===== src/rtl/alu_pkg.sv =====
`default_nettype none
// ============================================================================
// Module      : alu_pkg
// Description : Shared op encodings, FSM state type and flag bit positions
//               for the multicycle ALU.
// Revision    : 1.0 - initial release
// ============================================================================
package alu_pkg;

    localparam logic [2:0] c_op_add = 3'b000;
    localparam logic [2:0] c_op_sub = 3'b001;
    localparam logic [2:0] c_op_and = 3'b010;
    localparam logic [2:0] c_op_orr = 3'b011;
    localparam logic [2:0] c_op_eor = 3'b100;
    localparam logic [2:0] c_op_mul = 3'b101;
    localparam logic [2:0] c_op_lsl = 3'b110;
    localparam logic [2:0] c_op_lsr = 3'b111;

    typedef enum logic [1:0] {
        IDLE = 2'd0,
        MUL  = 2'd1,
        DONE = 2'd2
    } state_t;

    localparam int c_flag_n = 3;
    localparam int c_flag_z = 2;
    localparam int c_flag_c = 1;
    localparam int c_flag_v = 0;

    function automatic logic [3:0] pack_flags(input logic n, input logic z,
                                              input logic c, input logic v);
        logic [3:0] f;
        f = '0;
        f[c_flag_n] = n;
        f[c_flag_z] = z;
        f[c_flag_c] = c;
        f[c_flag_v] = v;
        return f;
    endfunction

endpackage
`default_nettype wire


===== src/rtl/alu_mul_seq.sv =====
`default_nettype none
// ============================================================================
// Module      : alu_mul_seq
// Description : Iterative shift-add multiplier keeping the low WIDTH bits of
//               the unsigned product; one partial product per cycle.
// Revision    : 1.0 - initial release
// ============================================================================
module alu_mul_seq #(
    parameter int WIDTH = 32
) (
    input  logic             clk,
    input  logic             rst,
    input  logic             load,
    input  logic             step,
    input  logic [WIDTH-1:0] a,
    input  logic [WIDTH-1:0] b,
    output logic [WIDTH-1:0] product
);

    logic [WIDTH-1:0] r_acc;
    logic [WIDTH-1:0] r_mcand;
    logic [WIDTH-1:0] r_mplier;

    // load already folds in the first partial product (bit 0 of b), so the
    // controller issues WIDTH-1 further steps to consume the remaining bits.
    always_ff @(posedge clk or posedge rst) begin
        if (rst) begin
            r_acc    <= '0;
            r_mcand  <= '0;
            r_mplier <= '0;
        end else if (load) begin
            r_acc    <= b[0] ? a : '0;
            r_mcand  <= a << 1;
            r_mplier <= b >> 1;
        end else if (step) begin
            if (r_mplier[0]) begin
                r_acc <= r_acc + r_mcand;
            end
            r_mcand  <= r_mcand << 1;
            r_mplier <= r_mplier >> 1;
        end
    end

    assign product = r_acc;

endmodule
`default_nettype wire


===== src/rtl/alu_mc.sv =====
`default_nettype none
// ============================================================================
// Module      : alu_mc
// Description : Multicycle ALU: single-cycle add/sub/logic/shift, iterative
//               multiply, registered Result/ALUFlags and a Done pulse.
// Revision    : 1.0 - initial release
// ============================================================================
module alu_mc
    import alu_pkg::*;
#(
    parameter int WIDTH = 32,
    parameter int SHW   = $clog2(WIDTH)
) (
    input  logic             clk,
    input  logic             reset,
    input  logic             Start,
    input  logic [WIDTH-1:0] a,
    input  logic [WIDTH-1:0] b,
    input  logic [2:0]       ALUControl,
    output logic             Busy,
    output logic             Done,
    output logic [WIDTH-1:0] Result,
    output logic [3:0]       ALUFlags
);

    localparam logic [SHW-1:0] c_cnt_last = SHW'(WIDTH - 1);

    state_t           r_state;
    state_t           w_state_next;
    logic [SHW-1:0]   r_cnt;
    logic [WIDTH-1:0] r_result;
    logic [3:0]       r_flags;

    logic             w_mul_load;
    logic             w_mul_step;
    logic             w_out_en;
    logic             w_out_from_mul;
    logic [WIDTH-1:0] w_product;

    // ------------------------------------------------------------------------
    // Control FSM
    // ------------------------------------------------------------------------
    always_ff @(posedge clk or posedge reset) begin
        if (reset) begin
            r_state <= IDLE;
        end else begin
            r_state <= w_state_next;
        end
    end

    always_comb begin
        w_state_next   = r_state;
        w_mul_load     = 1'b0;
        w_mul_step     = 1'b0;
        w_out_en       = 1'b0;
        w_out_from_mul = 1'b0;
        Busy           = (r_state == MUL);
        Done           = (r_state == DONE);
        case (r_state)
            IDLE: begin
                if (Start) begin
                    if (ALUControl == c_op_mul) begin
                        w_mul_load   = 1'b1;
                        w_state_next = MUL;
                    end else begin
                        w_out_en     = 1'b1;
                        w_state_next = DONE;
                    end
                end
            end
            MUL: begin
                if (r_cnt == c_cnt_last) begin
                    w_out_en       = 1'b1;
                    w_out_from_mul = 1'b1;
                    w_state_next   = DONE;
                end else begin
                    w_mul_step = 1'b1;
                end
            end
            DONE: begin
                w_state_next = IDLE;
            end
            default: begin
                w_state_next = IDLE;
            end
        endcase
    end

    always_ff @(posedge clk or posedge reset) begin
        if (reset) begin
            r_cnt <= '0;
        end else if (w_mul_load) begin
            r_cnt <= '0;
        end else if (w_mul_step) begin
            r_cnt <= r_cnt + 1'b1;
        end
    end

    // The multiplier captures a and b itself, so operand changes after the
    // Start edge cannot disturb a running multiply.
    alu_mul_seq #(
        .WIDTH (WIDTH)
    ) u_mul (
        .clk     (clk),
        .rst     (reset),
        .load    (w_mul_load),
        .step    (w_mul_step),
        .a       (a),
        .b       (b),
        .product (w_product)
    );

    // ------------------------------------------------------------------------
    // Single-cycle datapath
    // ------------------------------------------------------------------------
    logic [SHW-1:0]   w_shamt;
    logic             w_is_sub;
    logic [WIDTH-1:0] w_b_op;
    logic [WIDTH:0]   w_sum;
    logic [WIDTH:0]   w_shl;
    logic [WIDTH:0]   w_shr;
    logic [WIDTH-1:0] w_alu_res;
    logic             w_alu_c;
    logic             w_alu_v;

    assign w_shamt  = b[SHW-1:0];
    assign w_is_sub = (ALUControl == c_op_sub);
    assign w_b_op   = w_is_sub ? ~b : b;
    assign w_sum    = {1'b0, a} + {1'b0, w_b_op} + {{WIDTH{1'b0}}, w_is_sub};

    // One spare bit on each shift catches the last bit shifted out; a zero
    // amount leaves that spare bit at 0, which is the required carry.
    assign w_shl = {1'b0, a} << w_shamt;
    assign w_shr = {a, 1'b0} >> w_shamt;

    always_comb begin
        w_alu_res = '0;
        w_alu_c   = 1'b0;
        w_alu_v   = 1'b0;
        case (ALUControl)
            c_op_add, c_op_sub: begin
                w_alu_res = w_sum[WIDTH-1:0];
                w_alu_c   = w_sum[WIDTH];
                w_alu_v   = (a[WIDTH-1] == w_b_op[WIDTH-1]) &&
                            (w_sum[WIDTH-1] != a[WIDTH-1]);
            end
            c_op_and: w_alu_res = a & b;
            c_op_orr: w_alu_res = a | b;
            c_op_eor: w_alu_res = a ^ b;
            c_op_lsl: begin
                w_alu_res = w_shl[WIDTH-1:0];
                w_alu_c   = w_shl[WIDTH];
            end
            c_op_lsr: begin
                w_alu_res = w_shr[WIDTH:1];
                w_alu_c   = w_shr[0];
            end
            default: begin
                w_alu_res = '0;
            end
        endcase
    end

    // ------------------------------------------------------------------------
    // Registered output stage shared by every op
    // ------------------------------------------------------------------------
    logic [WIDTH-1:0] w_out_res;
    logic             w_out_c;
    logic             w_out_v;
    logic [3:0]       w_out_flags;

    assign w_out_res   = w_out_from_mul ? w_product : w_alu_res;
    assign w_out_c     = w_out_from_mul ? 1'b0 : w_alu_c;
    assign w_out_v     = w_out_from_mul ? 1'b0 : w_alu_v;
    assign w_out_flags = pack_flags(w_out_res[WIDTH-1], (w_out_res == '0),
                                    w_out_c, w_out_v);

    always_ff @(posedge clk or posedge reset) begin
        if (reset) begin
            r_result <= '0;
            r_flags  <= '0;
        end else if (w_out_en) begin
            r_result <= w_out_res;
            r_flags  <= w_out_flags;
        end
    end

    assign Result   = r_result;
    assign ALUFlags = r_flags;

endmodule
`default_nettype wire

===== config.mk =====
export PLATFORM = sky130hd
export DESIGN_NAME = alu_mc
export DESIGN_NICKNAME = d
export VERILOG_FILES = /design/src/rtl/alu_pkg.sv /design/src/rtl/alu_mul_seq.sv /design/src/rtl/alu_mc.sv
export SDC_FILE = /design/constraint.sdc
export NUM_CORES = 1
export LEC_CHECK = 0
export ABC_AREA = 1
export ABC_CLOCK_PERIOD_IN_PS = 7000
export CORE_MARGIN = 5
export CORE_UTILIZATION = 45
export DETAILED_ROUTE_END_ITERATION = 7
export GPL_TIMING_DRIVEN = 1
export HOLD_SLACK_MARGIN = 0.1
export PLACE_DENSITY = 0.73
export SYNTH_ARGS = -nofsm -noshare
export SYNTH_HDL_FRONTEND = slang
export SYNTH_HIERARCHICAL = 1
export SYNTH_SLANG_ARGS = --single-unit

===== constraint.sdc =====
create_clock -name clk -period 7 [get_ports clk]
set_input_delay 1.4 -clock clk [delete_from_list [all_inputs] [get_ports clk]]
set_output_delay 1.4 -clock clk [all_outputs]
set_load 0.01 [all_outputs]

; ---- After elaboration in Yosys (flattened, before gate mapping)
; Cells that the tools add are included.
[op_classes]
add_sub_neg = 4
eq_ne = 14
shifts = 2
mux = 31
n_bitwise = 4
reduce_logical = 9
[ops]
columns = op, count
row1 = 32-bit 2-to-1 mux, 10
row2 = 32-bit one-hot mux with 6 select lines, 1
row3 = 32-bit by 32-bit adder with 33-bit output, 1
row4 = 33-bit by 1-bit adder with 33-bit output, 1
row5 = 32-bit by 5-bit left shift with 33-bit output, 1
row6 = 33-bit by 5-bit >> shifter with 33-bit output, 1
row7 = 32-bit adder, 1
row8 = 32-bit bitwise AND, 1
row9 = 32-bit logical NOT, 1
row10 = 32-bit NOT, 1
row11 = 32-bit bitwise OR, 1
row12 = 32-bit XOR, 1
row13 = 3-bit == test (second input constant), 4
row14 = 1-bit 2-to-1 mux, 12
row15 = 5-bit 2-to-1 mux, 2
row16 = 3-bit by 2-bit == test with 1-bit output (second input constant), 2
row17 = 2-bit 2-to-1 mux, 3
row18 = 5-bit by 1-bit adder with 5-bit output (second input constant), 1
row19 = 5-bit == test (second input constant), 1
row20 = 2-bit one-hot mux with 2 select lines, 1
row21 = 2-bit AND reduction, 2
row22 = 2-bit nonzero test, 2
row23 = 3-bit by 1-bit == test with 1-bit output (second input constant), 1
row24 = 3-bit logical NOT, 1
row25 = 11 further kinds, 11
[totals]
regBits = 139
in_bits = 70
output_inout_bits = 38
elab_cells = 71

; ---- Depth between registers and ports, before layout
; Gate-level depths: netlist of run 1.
[logic_depth]
depth_word = 8
mapped_depth = 27
depth_no_buf = 25

; ---- Hierarchy
; The synthesis of run 1 kept the hierarchy.
[by_module_without_submodules]
columns = mod, instances, cells_per_inst, area_each_um2, seq_area_each_um2
row1 = alu_mc, 1, 1744, 9910.8, 1051.0
row2 = alu_mul_seq, 1, 934, 6491.2, 2352.3

; ---- Least setup slack after synthesis of run 1
; No wires, ideal clock.
[synth_path]
path_kind = input to register
from = in ALUControl[0]
to = reg r_flags[2] (netlist: ALUFlags[2])
setup_time_ps = 66
arrival_ps = 4017
required_ps = 6934
setup_slack_ps = 2917
cell_stages = 23
path_buffers = 1
cell_sequence = inv_1 > nor2_4 > nand2_1 > buf_1 > xor2_1 > ha_1 > nand2_1 > nor2_1 > inv_1 > nor2_1 > nor2_1 > nand2_1 > a21oi_1 > or2_2 > nand3_1 > nand2_1 > nand2_1 > nand2_1 > nor2_1 > nand2_1 > nor2_1 > nand2_1 > nand2_1
[synth_between]
elab_chain_len = 7
word_cells_on_any_way = 18
classes_between = add/sub (2) / eq/ne (7) / mux (6) / reduce/logical (3)
[synth_lines]
columns = element, line_no
row1 = start: declaration, alu_mc.sv:19  ; input logic [2:0] ALUControl,
row2 = 3-bit by 1-bit == test with 1-bit output, "alu_mc.sv:127, alu_mc.sv:140"
row3 = 32-bit 2-to-1 mux, alu_mc.sv:128  ; assign w_b_op = w_is_sub ? ~b : b;
row4 = 32-bit by 32-bit adder with 33-bit output, alu_mc.sv:129  ; assign w_sum = {1'b0, a} + {1'b0, w_b_op} + {{WIDTH{1'b0}}, w_is_sub};
row5 = 33-bit by 1-bit adder with 33-bit output, alu_mc.sv:129
row6 = 32-bit one-hot mux with 6 select lines, alu_mc.sv:140  ; case (ALUControl)
row7 = 32-bit 2-to-1 mux, alu_mc.sv:172  ; assign w_out_res = w_out_from_mul ? w_product : w_alu_res;
row8 = 32-bit logical NOT, alu_mc.sv:175  ; assign w_out_flags = pack_flags(w_out_res[WIDTH-1], (w_out_res == '0),
row9 = end signal: assignment, alu_mc.sv:184  ; r_flags <= w_out_flags;
row10 = end: declaration, alu_mc.sv:32  ; logic [3:0] r_flags;
; Several ways; a longest one is shown, not always the timed one.
; A chain may end at the register's enable or synchronous reset.

; ---- Worst setup path after layout of run 1
[layout_path]
from = in ALUControl[1]
to = reg r_flags[2] (netlist: ALUFlags[2])
; The elaborated chain is that of the path after synthesis.

==> impl_metrics.toml, run 1 <==
[cells_and_area]
fin_util = 0.5048
fillCellCount = 3810
drive_gt1_frac = 0.05759
n_antenna_cell = 0
final_area_mm2 = 0.01830
finalNetCount = 2921
multiInputGateArea_mm2 = 0.01105
seq_area_mm2 = 0.003403
fin_cells = 3194
syn2layout_area_growth_pct = 11.59

[die]
rows = 70
initial_utilization = 0.4523
io_pins = 108
dieArea_mm2 = 0.04037
core_area_mm2 = 0.03626
die_h_um = 200.9
die_w_um = 200.9

[timing]
setup_viol = 0
timing.final.ws_setup_ns = 1.431
worst_pin_slew_ns = 1.211
min_period_ns = 5.569
rsz0062_at_grt = "no"
clock.fmax_ghz = 0.1796
min_period_over_period = 0.7956
drv_slew = 0
finalHoldViolCount = 0
finalSetupTns_ns = 0
slew-limit-headroom = 0.1915
fin_skew_ns = 0.01463

[clock_network]
cts_hold_buf = 0
root_buffer = "clkbuf_16"
clockBufferDepth = 2
insertion_delay_ns = 0.45
cts.sinks = 136
path_clk_slew_ns = 0.06
htree_num_levels = 4
cts_tree = "built"
cts_resized = 0
cts_made_buffers = 17
post_cts_buffers = 0

[grt]
grt_max_degree = 74
grt_pass1_vias = 17800
grt_pass1_wl_um = 105500
gr-total-overflow = 0
antenna_found_initial = 2
grt_usage = 0.3348

[synth]
synth-edff-count = 0
ys.flop_type = "dfrtp_1"
syn-instance-count = 2678
synth-seq-cells = 136
synth_common_cells = "733 x nand2_1, 438 x nand3_1, 354 x inv_1"
yosysMostFrequentCell = "nand2_1"
synth_cell_type_count = 55
yosys-top-cells-area = "dfrtp_1 21%, nand2_1 17%, nand3_1 13%"
synth_area_leader_cell = "dfrtp_1"
netlist_area_mm2 = 0.01640
async_reset_ff_frac = 1.000
synth_warnings = 6
synth_top_area_frac = 0.2075
synth_seq_area_share = 0.2075
avgSynthCellArea_um2 = 6.125
synth_nets = 2886

[power]
p_leak_nw = 9.343
irDropWorstVdd_mv = 0.1384
powerDensity_mw_per_mm2 = 326.2

[detailed_routing]
detail_route.wl_per_cell_um = 21.64
ant_nets = 0
dr.first_iter.drc_count = 2094
wl_um = 69130
drt_first_pass_iters = 6
num_vias = 18840
via_per_inst = 5.899
route.detailed.drc = 0

[worst_setup_path]
critical_path.max_fanout = 31
required_ns = 7.38
r2r_cells = 16
worstSetupEndpointType = "flip-flop"
crit_path_frequent_cell = "nand2_1"
cp.arrival_ns = 5.95
critPathKind = "input port to flip-flop"
cp_slowest_stage_delay_ns = 0.61
startpoint_type = "input port"
slowest_stage = "nand2_2"
path_cells = "clkdlybuf4s50_1 -> nor2_4 -> nand2_2 -> xor2_1 -> ha_1 -> nand2_1 -> inv_1 -> a21oi_1 -> nand3_1 -> or2_2 -> nand3_1 -> nand2_1 -> nand2_1 -> nand2_1 -> nor2_1 -> nand2_1 -> nor2_1 -> nand3_1 -> nor2_1 -> nand2_1 -> nand2_1"

[placed_design]
place_area_mm2 = 0.01765
place.gp.congestion = 1.036
dp.cells = 3162
dp_slack_ns = 1.085
portBuffers = 107
place_hpwl_um = 54060

[worst_hold_path]
hold_path_depth = 1
hold_class = "flip-flop to flip-flop"

[job]
maxCapViolations = 0

[outcome]
status = "completed"
-- placed cells by master, fill, tap and decap left out, types with 13 or more instances in the layout --
cell             Yosys  final
nand4_1             15     15
inv_1              354    351
nand2_2             32     35
nor2_1             224    221
clkbuf_16            0     17
nand3_2             14     14
nand2_1            733    730
o211ai_1            18     18
o21ai_1             17     17
o21ai_0             84     84
buf_4                7     24
nand3_1            438    438
a21oi_1            105    105
nand3b_1            16     16
ha_1               136    136
xor2_1              32     32
a31oi_1             33     33
nor3_1              13     13
clkdlybuf4s50_1      0    103
o221ai_1            60     60
dfrtp_1            136    136
-- worst max-delay path, delay by kind of cell --
kind                     cells  cell delay (ns)
adder cells (fa/ha/maj)      1             0.41
AO/OA/AOI/OAI                1             0.25
AND/OR/NAND/NOR             16             2.87
XOR/XNOR                     1             0.35
buffers and inverters        2             0.63
-- registers in the layout, indices dropped and copies added, names as in the netlist --
name,flops
ALUFlags,3
Result,32
r_cnt,5
r_state,2
u_mul/product,32
u_mul/r_mcand,31
u_mul/r_mplier,31
-- per-layer routing --
layer	up-vias	global-route usage	part of all wire
li1	8892	-	-
met1	8788	0.4413	0.41
met2	970	0.5099	0.43
met3	190	0.06834	0.094
met4	2	0.1935	0.069
met5	-	0	0.00016
-- where the power goes --
part / leakage (nW) / switching, mW / internal [mW]
Clock: 0.308 / 0.394 / 0.614
Sequential: 1.67 / 0.282 / 1.13
Combinational: 7.37 / 2.31 / 1.24
Total: 9.34 / 2.98 / 2.99
-- final timing paths --
path	start	to	slack, ns
max in group asynchronous	reset	u_mul/r_mplier[8]$_DFFE_PP0P_	4.45
max	ALUControl[1]	ALUFlags[2]$_DFFE_PP0P_	1.43
min	r_cnt[3]$_DFFE_PP0P_	r_cnt[3]$_DFFE_PP0P_	0.48
min reg2reg	r_cnt[3]$_DFFE_PP0P_	r_cnt[3]$_DFFE_PP0P_	0.48
min in group asynchronous	reset	u_mul/product[3]$_DFFE_PP0P_	1.41
max reg2reg	r_state[1]$_DFFE_PP0P_	ALUFlags[2]$_DFFE_PP0P_	2.90
-- area by class of cell --
type | count | share of cell area
Timing Repair Buffer | 131 | 0.06727
Tap cell | 468 | 0.03199
Inverter | 367 | 0.07568
Clock buffer | 18 | 0.02400
Sequential cell | 136 | 0.1859
Multi-Input combinational cell | 2060 | 0.6037
Clock inverter | 14 | 0.01142
-- through the flow --
| stage | total power [mW] | hold WS, ns |
|---|---|---|
| 6_report | 5.970 | 0.4848 |
| 3_3_place_gp | 4.822 | 0.4633 |
| 2_1_floorplan | 3.758 | 0.4444 |
| 5_1_grt | 6.466 | 0.5124 |
| 4_1_cts | 5.911 | 0.4824 |
| 3_5_place_dp | 4.890 | 0.4729 |
-- cell families after synthesis --
kind of cell	synth area share
mux	0.002441
simple gates	0.4089
flops	0.2075
fa+ha+maj	0.1062
compound gates	0.1363
buf+inv	0.1205
xor+xnor	0.01816
No activity file was read; power rests on OpenSTA's default activity.
==> inputs of run 2 (changes only) <==
--- a/config.mk
+++ b/config.mk
@@ -6,13 +6,13 @@
 export NUM_CORES = 1
 export LEC_CHECK = 0
 export ABC_AREA = 1
-export ABC_CLOCK_PERIOD_IN_PS = 7000
+export ABC_CLOCK_PERIOD_IN_PS = 4800
 export CORE_MARGIN = 5
 export CORE_UTILIZATION = 45
 export DETAILED_ROUTE_END_ITERATION = 7
 export GPL_TIMING_DRIVEN = 1
 export HOLD_SLACK_MARGIN = 0.1
-export PLACE_DENSITY = 0.73
+export PLACE_DENSITY = 0.76
 export SYNTH_ARGS = -nofsm -noshare
 export SYNTH_HDL_FRONTEND = slang
 export SYNTH_HIERARCHICAL = 1
==> constraint.sdc (replaced) <==
create_clock -name clk -period 4.8 [get_ports clk]
set_input_delay 0.96 -clock clk [delete_from_list [all_inputs] [get_ports clk]]
set_output_delay 0.96 -clock clk [all_outputs]
set_load 0.01 [all_outputs]
==> run 2 against run 1 <==
Against the previous run:
- clock power rose by 26%
- highest routed layer unchanged
- register-to-register slack got worse by 1.1 ns
- critical path depth rose by 2
- largest cell class unchanged
- critical path type unchanged
==> impl_metrics.toml, run 2 (synthesis gave the netlist of run 1 again) <==
[detailed_routing]
dr.first_iter.drc_count = 1987
via_per_inst = 5.862
drt_first_pass_iters = 7
detail_route.wl_per_cell_um = 22.75
route.detailed.drc = 0
wl_um = 74240
num_vias = 19130
ant_nets = 0

[grt]
grt_max_degree = 86
grt_pass1_wl_um = 109900
gr-total-overflow = 0
grt_usage = 0.3544
antenna_found_initial = 1
grt_pass1_vias = 17920

[clock_network]
cts.sinks = 136
cts_made_buffers = 17
cts_tree = "built"
path_clk_slew_ns = 0.07
clockBufferDepth = 2
cts_resized = 0
insertion_delay_ns = 0.45
cts_hold_buf = 0
htree_num_levels = 4
root_buffer = "clkbuf_16"
post_cts_buffers = 0

[worst_setup_path]
r2r_start = "r_cnt[0]$_DFFE_PP0P_"
critical_path.max_fanout = 10
cp.arrival_ns = 4.81
r2r_cells = 19
critPathKind = "input port to flip-flop"
worstSetupEndpointType = "flip-flop"
startpoint = "ALUControl[0]"
required_ns = 5.19
startpoint_type = "input port"

[die]
core_area_mm2 = 0.03626
die_h_um = 200.9
rows = 70
dieArea_mm2 = 0.04037
initial_utilization = 0.4523
io_pins = 108
die_w_um = 200.9

[cells_and_area]
seq_area_mm2 = 0.003403
multiInputGateArea_mm2 = 0.01105
fin_cells = 3264
finalNetCount = 2991
fillCellCount = 3786
final_cell_mix = "730 x nand2_1, 438 x nand3_1, 351 x inv_1"
syn2layout_area_growth_pct = 14.34
fin_util = 0.5172
final_common_cell = "nand2_1"
drive_gt1_frac = 0.08050

[power]
powerDensity_mw_per_mm2 = 458.2
pwr-share-clk = 0.148
switching_share = 0.5084
pwr-share-comb = 0.615
seqPwrFrac = 0.237
intPower_mw = 4.224
p_leak_nw = 9.654
switchingPower_mw = 4.368
irDropWorstVdd_mv = 0.2538

[timing]
drv_slew = 0
min_period_ns = 4.417
fin_skew_ns = 0.01619
hold_slack_ns = 0.4956
rsz0062_at_grt = "no"
worst_pin_slew_ns = 1.016
finalSetupTns_ns = 0
setup_viol = 0
finalHoldViolCount = 0
slew-limit-headroom = 0.3224
clock.fmax_ghz = 0.2264
min_period_over_period = 0.9202
timing.final.ws_setup_ns = 0.3828

[worst_hold_path]
hold_path_depth = 1
hold_path_startpoint = "r_cnt[3]$_DFFE_PP0P_"
hold_class = "flip-flop to flip-flop"

[placed_design]
dp.cells = 3232
place.gp.congestion = 1.056
place_hpwl_um = 59760
dp_slack_ns = 0.03244
portBuffers = 107

[outcome]
status = "completed"

[job]
maxCapViolations = 0
[run 2: cell types whose count changed in the layout (fill, tap and decap cells not counted)]
cell,previous run,this run
buf_4,24,92
clkinv_2,0,6
bufinv_16,4,1
inv_6,3,0
buf_12,0,2
clkbuf_1,0,1
clkinvlp_4,3,2
diode_2,0,1
inv_8,2,1
[run 2: through the flow]
stage          area [µm²]  total power [mW]
3_5_place_dp        18210             7.187
6_report            18750             8.592
4_1_cts             18750             8.482
2_1_floorplan       16400             5.480
3_3_place_gp        18210             7.083
5_1_grt             18750             9.245
[run 2: final timing paths]
kind / slack, ns / endpoint
worst max-delay path: 0.38 / ALUFlags[2]$_DFFE_PP0P_
worst min-delay path: 0.50 / r_cnt[3]$_DFFE_PP0P_
worst max register to register: 1.77 / ALUFlags[2]$_DFFE_PP0P_
worst min register to register: 0.50 / r_cnt[3]$_DFFE_PP0P_
max in group asynchronous: 2.89 / u_mul/r_mplier[10]$_DFFE_PP0P_
min in group asynchronous: 1.05 / u_mul/r_mplier[1]$_DFFE_PP0P_
[run 2: layout make-up]
class	count	area share
diodes	1	0.0001334
clock buffers	19	0.02362
clock inverters	12	0.005537
inverters	367	0.07385
multi-input cells	2060	0.5892
flip-flops and latches	136	0.1815
well taps	468	0.03122
repair buffers	201	0.09500
[run 2: per-layer routing]
| layer | track usage | share of wire | up-vias |
|---|---|---|---|
| met1 | 0.4489 | 0.40 | 8970 |
| li1 | - | - | 9027 |
| met3 | 0.06494 | 0.086 | 189 |
| met5 | 0 | 0.000094 | - |
| met4 | 0.1846 | 0.063 | 2 |
| met2 | 0.5774 | 0.45 | 945 |
[run 2: power by group through the flow]
stage | combinational, mW | sequential [mW] | clock, mW
global placement | 5.07 | 2.02 | 0
finish | 5.29 | 2.03 | 1.27
global route | 5.84 | 2.08 | 1.32
detailed placement | 5.16 | 2.03 | 0
CTS | 5.19 | 2.01 | 1.28
floorplan | 3.55 | 1.93 | 0
[run 2: critical path, stage by stage]
cell and delay [ns]:
clkdlybuf4s50_1 0.47, inv_1 0.10, nor2_4 0.11, nand2_2 0.19, buf_12 0.22, xor2_1 0.14
ha_1 0.36, nand2_1 0.16, inv_1 0.05, a21oi_1 0.25, nand3_1 0.25, or2_2 0.33
nand3_1 0.23, nand2_1 0.09, nand2_1 0.08, nand2_1 0.05, nor2_1 0.20, nand2_1 0.08
nor2_1 0.15, nand3_1 0.10, nor2_1 0.10, nand2_1 0.06, nand2_1 0.05
==> inputs of run 3 (changes only) <==
--- a/config.mk
+++ b/config.mk
@@ -6,8 +6,7 @@
 export NUM_CORES = 1
 export LEC_CHECK = 0
 export ABC_AREA = 1
-export ABC_CLOCK_PERIOD_IN_PS = 4800
-export CORE_MARGIN = 5
+export CORE_MARGIN = 2
 export CORE_UTILIZATION = 45
 export DETAILED_ROUTE_END_ITERATION = 7
 export GPL_TIMING_DRIVEN = 1
==> run 3 against run 2 <==
Against the previous run:
- die area decreased by 5.9%
- via count increased by 0.15%
- global-route usage increased by 2.6 points
- flip-flop and latch count unchanged
- worst hold slack got worse by 0.024 ns
- total power increased by 0.94%
- setup slack improved by 0.15 ns
- first-iteration DRC count increased by 8.1%
- critical path type unchanged
==> impl_metrics.toml, run 3 (synthesis gave the netlist of run 1 again) <==
[outcome]
status = "completed"

[clock_network]
cts_tree = "built"
cts_made_buffers = 17
clockBufferDepth = 2
htree_num_levels = 4
path_clk_slew_ns = 0.06
cts.sinks = 136
cts_resized = 0
root_buffer = "clkbuf_16"
insertion_delay_ns = 0.44
cts_hold_buf = 0
post_cts_buffers = 0

[timing]
setup_viol = 0
clock.fmax_ghz = 0.2345
worst_pin_slew_ns = 1.014
fin_skew_ns = 0.008056
finalHoldViolCount = 0
finalSetupTns_ns = 0
timing.final.ws_setup_ns = 0.5363
rsz0062_at_grt = "no"
min_period_over_period = 0.8883
slew-limit-headroom = 0.3239
min_period_ns = 4.264
drv_slew = 0

[detailed_routing]
dr.first_iter.drc_count = 2148
ant_nets = 0
via_per_inst = 5.909
wl_um = 72700
route.detailed.drc = 0
detail_route.wl_per_cell_um = 22.42
num_vias = 19160
drt_first_pass_iters = 6

[worst_setup_path]
r2r_start = "r_cnt[0]$_DFFE_PP0P_"
crit_path_frequent_cell = "nand2_1"
critPathKind = "input port to flip-flop"
reg2reg_to = "ALUFlags[2]$_DFFE_PP0P_"
slowest_stage = "clkdlybuf4s50_1"
cp_slowest_stage_delay_ns = 0.49
worstSetupEndpointType = "flip-flop"
cp.arrival_ns = 4.64
r2r_slack_ns = 1.86
startpoint_type = "input port"
r2r_cells = 19
required_ns = 5.17
critical_path.max_fanout = 31

[worst_hold_path]
hold_class = "flip-flop to flip-flop"
hold_path_depth = 1
whs_endpoint = "r_cnt[3]$_DFFE_PP0P_"
hold_path_startpoint = "r_cnt[3]$_DFFE_PP0P_"

[placed_design]
place_hpwl_um = 58670
place.gp.congestion = 1.054
dp_slack_ns = 0.1673
portBuffers = 107

[power]
switching_share = 0.5034
p_leak_nw = 9.595
powerDensity_mw_per_mm2 = 464.4
pwr-share-clk = 0.155
seqPwrFrac = 0.236
switchingPower_mw = 4.366
pwr-share-comb = 0.609
irDropWorstVdd_mv = 0.2263
intPower_mw = 4.307

[die]
dieArea_mm2 = 0.03799
die_w_um = 194.9
initial_utilization = 0.4589
io_pins = 108
rows = 69
core_area_mm2 = 0.03574
die_h_um = 194.9

[cells_and_area]
finalNetCount = 2977
multiInputGateArea_mm2 = 0.01105
drive_gt1_frac = 0.07479
seq_area_mm2 = 0.003403
syn2layout_area_growth_pct = 13.88
fin_util = 0.5226
fillCellCount = 3758
final_common_cell = "nand2_1"
final_cell_mix = "731 x nand2_1, 438 x nand3_1, 351 x inv_1"

[grt]
grt_usage = 0.3802
gr-total-overflow = 0
grt_max_degree = 86
grt_pass1_wl_um = 108800
grt_pass1_vias = 17870
antenna_found_initial = 1

[job]
maxCapViolations = 0
-- run 3: stage by stage --
step	std cells	power (mW)	hold slack [ns]	area, µm²
global placement	3211	7.098	0.4620	18090
detailed placement	3211	7.191	0.4646	18090
global route	3242	9.372	0.5072	18680
CTS	3242	8.579	0.4729	18680
floorplan	2678	5.480	0.4444	16400
finish	3243	8.673	0.4711	18680
-- run 3: power by group through the flow --
stage                     sequential (mW)  combinational (mW)  clock (mW)
final                                2.05                5.28        1.34
after global routing                 2.08                5.89        1.40
after CTS                            2.02                5.20        1.35
after detailed placement             2.04                5.15           0
after global placement               2.03                5.07           0
after floorplan                      1.93                3.55           0
-- run 3: metal layers --
| layer | up-vias | global-route usage | routed length (µm) |
|---|---|---|---|
| met1 | 8999 | 0.4845 | 29160 |
| met5 | - | 0 | 0 |
| li1 | 9010 | - | - |
| met2 | 984 | 0.5984 | 32170 |
| met4 | 0 | 0.2358 | 5079 |
| met3 | 169 | 0.06663 | 6282 |
-- run 3: critical path: cells and delay by family --
family / cells / cell delay, ns
XOR/XNOR: 1 / 0.17
adder cells (fa/ha/maj): 1 / 0.39
AND/OR/NAND/NOR: 19 / 2.21
buffers and inverters: 4 / 0.89
-- run 3: final cells by class --
cell class	instances	area share
clock buffers	20	0.02338
repair buffers	187	0.08976
multi-input cells	2060	0.5914
flip-flops and latches	136	0.1822
well taps	461	0.03088
diodes	1	0.0001340
clock inverters	11	0.008039
inverters	367	0.07416
-- run 3: how the worst max path moves through the flow --
stage | start | endpoint | slack (ns) | cells past startpoint
detailed placement | ALUControl[0] | ALUFlags[2]$_DFFE_PP0P_ | 0.17 | 25
CTS | ALUControl[0] | ALUFlags[2]$_DFFE_PP0P_ | 0.63 | 25
global placement | ALUControl[0] | ALUFlags[2]$_DFFE_PP0P_ | 0.18 | 25
global route | ALUControl[0] | ALUFlags[2]$_DFFE_PP0P_ | 0.25 | 25
finish | ALUControl[0] | ALUFlags[2]$_DFFE_PP0P_ | 0.54 | 25
floorplan | ALUControl[0] | ALUFlags[2]$_DFFE_PP0P_ | 1.16 | 23
